===== config.mk =====
export PLATFORM = sky130hd
export DESIGN_NAME = seg7_scan_decoder
export DESIGN_NICKNAME = d
export VERILOG_FILES = /design/src/rtl/seg7_pkg.sv /design/src/rtl/seg7_to_bcd.sv /design/src/rtl/seg7_scan_decoder.sv
export SDC_FILE = /design/constraint.sdc
export NUM_CORES = 1
export LEC_CHECK = 0
export ABC_AREA = 1
export BUFFER_PORTS_ARGS = -buffer_cell sky130_fd_sc_hd__buf_4
export CAP_MARGIN = 20
export CORE_MARGIN = 2
export CORE_UTILIZATION = 62
export DETAILED_ROUTE_END_ITERATION = 7
export HOLD_SLACK_MARGIN = 0.05
export PLACE_DENSITY_LB_ADDON = 0.2
export SLEW_MARGIN = 0
export SYNTH_ARGS = -nofsm -noshare
export SYNTH_HDL_FRONTEND = slang
export SYNTH_SLANG_ARGS = --single-unit

===== constraint.sdc =====
create_clock -name clk -period 5.3 [get_ports clk]
set_input_delay 0.795 -clock clk [delete_from_list [all_inputs] [get_ports clk]]
set_output_delay 0.795 -clock clk [all_outputs]
set_load 0.02 [all_outputs]

===== src/rtl/seg7_pkg.sv =====
// Shared 7-segment definitions used by both the encode and the decode paths.
// Segment bit order is {a,b,c,d,e,f,g}, active-high.
package seg7_pkg;

    localparam logic [6:0] SEG_0     = 7'b1111110;
    localparam logic [6:0] SEG_1     = 7'b0110000;
    localparam logic [6:0] SEG_2     = 7'b1101101;
    localparam logic [6:0] SEG_3     = 7'b1111001;
    localparam logic [6:0] SEG_4     = 7'b0110011;
    localparam logic [6:0] SEG_5     = 7'b1011011;
    localparam logic [6:0] SEG_6     = 7'b1011111;
    localparam logic [6:0] SEG_7     = 7'b1110000;
    localparam logic [6:0] SEG_8     = 7'b1111111;
    localparam logic [6:0] SEG_9     = 7'b1111011;
    localparam logic [6:0] SEG_BLANK = 7'b0000000;

    localparam logic [3:0] BCD_ERR   = 4'hF;

endpackage


===== src/rtl/seg7_to_bcd.sv =====
// Combinational inverse of the BCD-to-7-segment table; any pattern outside
// the table (including blank) reports invalid with BCD_ERR.
module seg7_to_bcd
    import seg7_pkg::*;
(
    input  logic [6:0] seg,
    output logic       valid,
    output logic [3:0] bcd
);

    // Pattern lookup
    always_comb begin
        valid = 1'b1;
        bcd   = BCD_ERR;
        case (seg)
            SEG_0:     bcd = 4'd0;
            SEG_1:     bcd = 4'd1;
            SEG_2:     bcd = 4'd2;
            SEG_3:     bcd = 4'd3;
            SEG_4:     bcd = 4'd4;
            SEG_5:     bcd = 4'd5;
            SEG_6:     bcd = 4'd6;
            SEG_7:     bcd = 4'd7;
            SEG_8:     bcd = 4'd8;
            SEG_9:     bcd = 4'd9;
            SEG_BLANK: begin
                valid = 1'b0;
                bcd   = BCD_ERR;
            end
            default: begin
                valid = 1'b0;
                bcd   = BCD_ERR;
            end
        endcase
    end

endmodule


===== src/rtl/seg7_scan_decoder.sv =====
// Reconstructs a multi-digit BCD value from a multiplexed 7-segment bus and
// publishes it as a double-buffered frame with per-digit error flags.
module seg7_scan_decoder
    import seg7_pkg::*;
#(
    parameter int NDIG       = 4,
    parameter int STABLE_CYC = 4
) (
    input  logic                clk,
    input  logic                rst_n,
    input  logic [6:0]          seg_in,
    input  logic [NDIG-1:0]     dig_in,
    output logic [4*NDIG-1:0]   bcd_out,
    output logic [NDIG-1:0]     digit_err,
    output logic                frame_err,
    output logic                frame_valid
);

    localparam int              CW       = $clog2(STABLE_CYC + 1);
    localparam int              WW       = NDIG + 7;
    localparam logic [CW-1:0]   CNT_MAX  = CW'(STABLE_CYC);
    localparam logic [CW-1:0]   CNT_ONE  = CW'(1);
    localparam logic [NDIG-1:0] DIG_ONE  = NDIG'(1);
    localparam logic [NDIG-1:0] DIG_ZERO = NDIG'(0);
    localparam logic [NDIG-1:0] SEEN_ALL = {NDIG{1'b1}};

    logic [WW-1:0]     sync1_r;
    logic [WW-1:0]     sync2_r;
    logic [WW-1:0]     wprev_r;
    logic [CW-1:0]     cnt_r;
    logic [CW-1:0]     cnt_s;
    logic              captured_r;
    logic              captured_s;
    logic              changed_s;
    logic              onehot_s;
    logic              capture_s;
    logic [NDIG-1:0]   dig_s;
    logic [6:0]        seg_s;
    logic              dec_valid_s;
    logic [3:0]        dec_bcd_s;
    logic [NDIG-1:0]   cap_mask_s;
    logic [NDIG-1:0]   seen_r;
    logic [NDIG-1:0]   seen_s;
    logic              complete_s;
    logic [4*NDIG-1:0] shadow_bcd_r;
    logic [NDIG-1:0]   shadow_err_r;
    logic [4*NDIG-1:0] bcd_r;
    logic [NDIG-1:0]   err_r;
    logic              ferr_r;
    logic              fv_r;

    assign dig_s = sync2_r[WW-1:7];
    assign seg_s = sync2_r[6:0];

    seg7_to_bcd u_dec (
        .seg   (seg_s),
        .valid (dec_valid_s),
        .bcd   (dec_bcd_s)
    );

    // Stability window and one-capture-per-window qualification
    always_comb begin
        changed_s = (sync2_r != wprev_r);
        if (changed_s) begin
            cnt_s = CNT_ONE;
        end else if (cnt_r == CNT_MAX) begin
            cnt_s = cnt_r;
        end else begin
            cnt_s = cnt_r + CNT_ONE;
        end
        onehot_s  = (dig_s != DIG_ZERO) && ((dig_s & (dig_s - DIG_ONE)) == DIG_ZERO);
        // A changed word starts a fresh window, so the old captured flag no longer blocks
        capture_s = (cnt_s == CNT_MAX) && (changed_s || !captured_r) && onehot_s;
        if (capture_s) begin
            captured_s = 1'b1;
        end else if (changed_s) begin
            captured_s = 1'b0;
        end else begin
            captured_s = captured_r;
        end
        cap_mask_s = capture_s ? dig_s : DIG_ZERO;
        complete_s = (seen_r == SEEN_ALL);
        seen_s     = complete_s ? cap_mask_s : (seen_r | cap_mask_s);
    end

    // Input synchronizer and stability counter
    always_ff @(posedge clk or negedge rst_n) begin
        if (!rst_n) begin
            sync1_r    <= '0;
            sync2_r    <= '0;
            wprev_r    <= '0;
            cnt_r      <= '0;
            captured_r <= 1'b0;
        end else begin
            sync1_r    <= {dig_in, seg_in};
            sync2_r    <= sync1_r;
            wprev_r    <= sync2_r;
            cnt_r      <= cnt_s;
            captured_r <= captured_s;
        end
    end

    // Shadow slots and seen mask for the frame being assembled
    always_ff @(posedge clk or negedge rst_n) begin
        if (!rst_n) begin
            shadow_bcd_r <= '0;
            shadow_err_r <= '0;
            seen_r       <= '0;
        end else begin
            for (int k = 0; k < NDIG; k++) begin
                if (cap_mask_s[k]) begin
                    shadow_bcd_r[4*k +: 4] <= dec_bcd_s;
                    shadow_err_r[k]        <= ~dec_valid_s;
                end
            end
            seen_r <= seen_s;
        end
    end

    // Frame output stage; loads the old shadow even if a new capture lands on this edge
    always_ff @(posedge clk or negedge rst_n) begin
        if (!rst_n) begin
            bcd_r  <= '0;
            err_r  <= '0;
            ferr_r <= 1'b0;
            fv_r   <= 1'b0;
        end else begin
            fv_r <= complete_s;
            if (complete_s) begin
                bcd_r  <= shadow_bcd_r;
                err_r  <= shadow_err_r;
                ferr_r <= |shadow_err_r;
            end else begin
                bcd_r  <= bcd_r;
                err_r  <= err_r;
                ferr_r <= ferr_r;
            end
        end
    end

    assign bcd_out     = bcd_r;
    assign digit_err   = err_r;
    assign frame_err   = ferr_r;
    assign frame_valid = fv_r;

endmodule


==> summary.txt <==
Yosys
  • Post-Syn Instances: 351
  • Post-synthesis sequential area ratio: 0.635
  • Yosys top cell area share: 0.635
  • Largest family of logic cells by synthesized area: simple AND/OR/NAND/NOR gates
  • Ys async rst share: 1.00
  • Mapped cell area: 0.00327 sq mm
  • Avg Cell Area, Syn: 9.31 sq um
  • Mux cell area share after synthesis: 0
  • Adder-Cell Fraction of Synth Area: 0.00765
  • Complex-gate fraction of the synthesized area: 0.0379
  • Post-synthesis xor/xnor area fraction: 0.0214
  • Post-synthesis simple-gate area fraction: 0.238
  • Synth warnings: 0
  • Synth area leader: dfrtp_1
  • Ranking of synthesized cells by area: dfrtp_1 64%, nand2_1 15%, inv_1 4.4%
  • Distinct cell type count after synthesis: 25
  • #FFs+latches synth: 83
  • Post-synth EDFFs: 0
  • Most common cell in the netlist: nand2_1
  • Synth cell count leaders: 127 x nand2_1, 83 x dfrtp_1, 38 x inv_1
  • Syn_nets: 366
  • Primary FF master, synth: dfrtp_1

Placed design
  • Placer Congestion: 0.890
  • Post-DP Area: roughly 0.0036 sq mm
  • Hpwl dp: 3950 um
  • IO buf count: 34
  • DP Cell Count: 447

Route
  • Final ANT Viol Nets: 0
  • Via count: 2363
  • Wire per inst: 12.9 um
  • Drt drc: 0
  • Total wire length: slightly below 6000 um
  • Pre-Repair DR Iteration Count: 4
  • Initial DRC Count: approximately 130
  • Via density per instance: around 5

Timing
  • Final hold vios: 0
  • Final period util: 0.424
  • Sum Neg Setup Slack: 0 ns
  • RSZ-0062 raised after global routing: false
  • Count of pins over their slew limit: 0
  • Slew HR: 0.556
  • Fmax: 0.445 GHz
  • Worst-margin pin slew: 0.662 ns
  • Final min period: 2.25 ns
  • Setup-failing EPs final: 0
  • Min Hold Slack: 0.233 ns
  • Final setup skew: between 0.01 and 0.015 ns

Finish
  • # fillers: 377
  • Register area: 0.00208 sq mm
  • Area of the multi-input gates: 997 sq um
  • Fraction of layout cells with a size suffix above 1: 0.135
  • Area growth from synthesis to layout: 15.2%
  • Layout Cells excl Fill: approximately 460
  • Design area: 0.00376 sq mm
  • Diodes inserted: 0
  • Nets: 404

Critical path
  • CP max stage delay: 0.53 ns
  • Worst EP required: 5.55 ns
  • Reg2reg setup slack: 3.05 ns
  • CP Launch Type: flop
  • Crit. End Element: flop
  • Crit-path slowest cell: nor2_1
  • R2r worst-path depth: 10
  • CP dominant cell by count: inv_1
  • Setup Crit Path Kind: reg2reg
  • Critical R2R Launch: cnt_r[0]
  • Worst flop-to-flop path endpoint: shadow_bcd_r[11]
  • Critical Path AT: around 2.5 ns
  • Peak fanout along the critical path: 11
  • CP Cell Sequence: inv_1 -> ha_1 -> nor2_1 -> nand3_1 -> nor3_2 -> inv_1 -> nor2_1 -> nand3_1 -> nand2_1 -> inv_1

Floorplan
  • I/O pin cnt: 35
  • Row count: 26
  • Die ar.: 0.00587 sq mm
  • Core ar.: 0.00511 sq mm
  • Initial Util: 0.640
  • Die X: 76.6 um
  • Die Height: 76.6 um

Global routing
  • All-layer global routing usage: 0.217
  • Grt ovf: 0
  • First-pass GRT wire length: about 9900 um
  • Initial antenna violation count: 0
  • Number of global-route vias before repair: 2244
  • Largest net degree at the start of global routing: 84

CTS
  • CTS root buf: clkbuf_8
  • Worst-path clk slew: around 0.070 ns
  • TritonCTS buffer count: 9
  • Clock sink total: 83
  • Postcts setup bufs: 0
  • CTS Buffer Depth: 2
  • Worst-Skew Late Latency: 0.36 ns
  • Post-CTS Resized: 0
  • CTS tree: done
  • H-tree depth: 3
  • CTS Hold Bufs: 0

Run
  • Total of max-cap violations: 0

Power
  • Leak pwr: 0.00201 uW
  • Max rail drop VDD: 201 uV
  • Pwr Density: 291 mW/mm^2

Hold path
  • Min-delay worst type: in2async

Outcome
  • Outcome: complete, no violations
[critical path: cells and delay by family, from the launching register on]
family | cells | cell delay [ns]
flops | 1 | 0.38
fa+ha+maj | 1 | 0.30
simple gates | 6 | 1.28
buf+inv | 3 | 0.19
[through the flow]
stage           util  total power (uW)  setup slack (ns)
4_1_cts        0.732              1100              3.07
3_5_place_dp   0.699               713              3.08
2_1_floorplan      -               689              3.57
5_1_grt        0.737              1140              2.80
6_report       0.737              1100              3.05
3_3_place_gp   0.699               711              3.19
[placed cells by master (no fill, tap or decap)]
cell and instances:
clkinv_2 3, dfrtp_1 83, clkinv_1 1, nor2_4 1, inv_1 38, nor3_1 3
o2111ai_1 1, nand3b_1 1, nor3b_1 2, nor4_2 1, o21ai_0 22, nand3_1 20
nor3_2 1, a21oi_1 1, buf_4 35, xnor2_1 5, nor4_1 1, nand4_1 6
nand2_1 127, xor2_1 3, ha_1 2, clkbuf_8 11, nor2_1 23, buf_16 1
[power breakdown]
part	switching [uW]	total [uW]	internal, uW
Clock	205	393	188
Combinational	27.6	44.5	16.9
Sequential	12.4	658	646
[cell type report]
cell class              count  area share
clock buffers              11      0.0402
clock inverters             3     0.00399
inverters                  39      0.0389
multi-input cells         220       0.265
flip-flops and latches     83       0.552
well taps                  70      0.0233
repair buffers             36      0.0771
[flip-flops by register name, indices dropped and copies added (netlist names)]
signal / cells
captured_r: 1
digit_err: 4
bcd_out: 16
sync1_r: 11
cnt_r: 3
seen_r: 4
wprev_r: 11
shadow_err_r: 4
sync2_r: 11
shadow_bcd_r: 16
frame_err: 1
frame_valid: 1
[metal layers]
metal / track usage / wire [um]
met5: 0 / 0
met4: 0.113 / 141
met3: 0.0403 / 261
met2: 0.358 / 2930
met1: 0.278 / 2600
[worst max path at each step]
stage / startpoint / endpoint / cells after the start
floorplan: cnt_r[0] / shadow_bcd_r[7] / 11
global placement: cnt_r[0] / shadow_bcd_r[15] / 10
detailed placement: cnt_r[0] / shadow_bcd_r[11] / 10
CTS: cnt_r[0] / shadow_bcd_r[11] / 10
global route: cnt_r[0] / shadow_bcd_r[11] / 10
finish: cnt_r[0] / shadow_bcd_r[11] / 10
[cells by family after synthesis]
kind of cell / after synthesis
AOI/OAI and AO/OA: 24
xor gates and xnor gates: 8
adders and majority gates: 2
buffers and inverters: 48
DFF: 83
and+or+nand+nor: 186
Power figures use the tool's default switching activity.
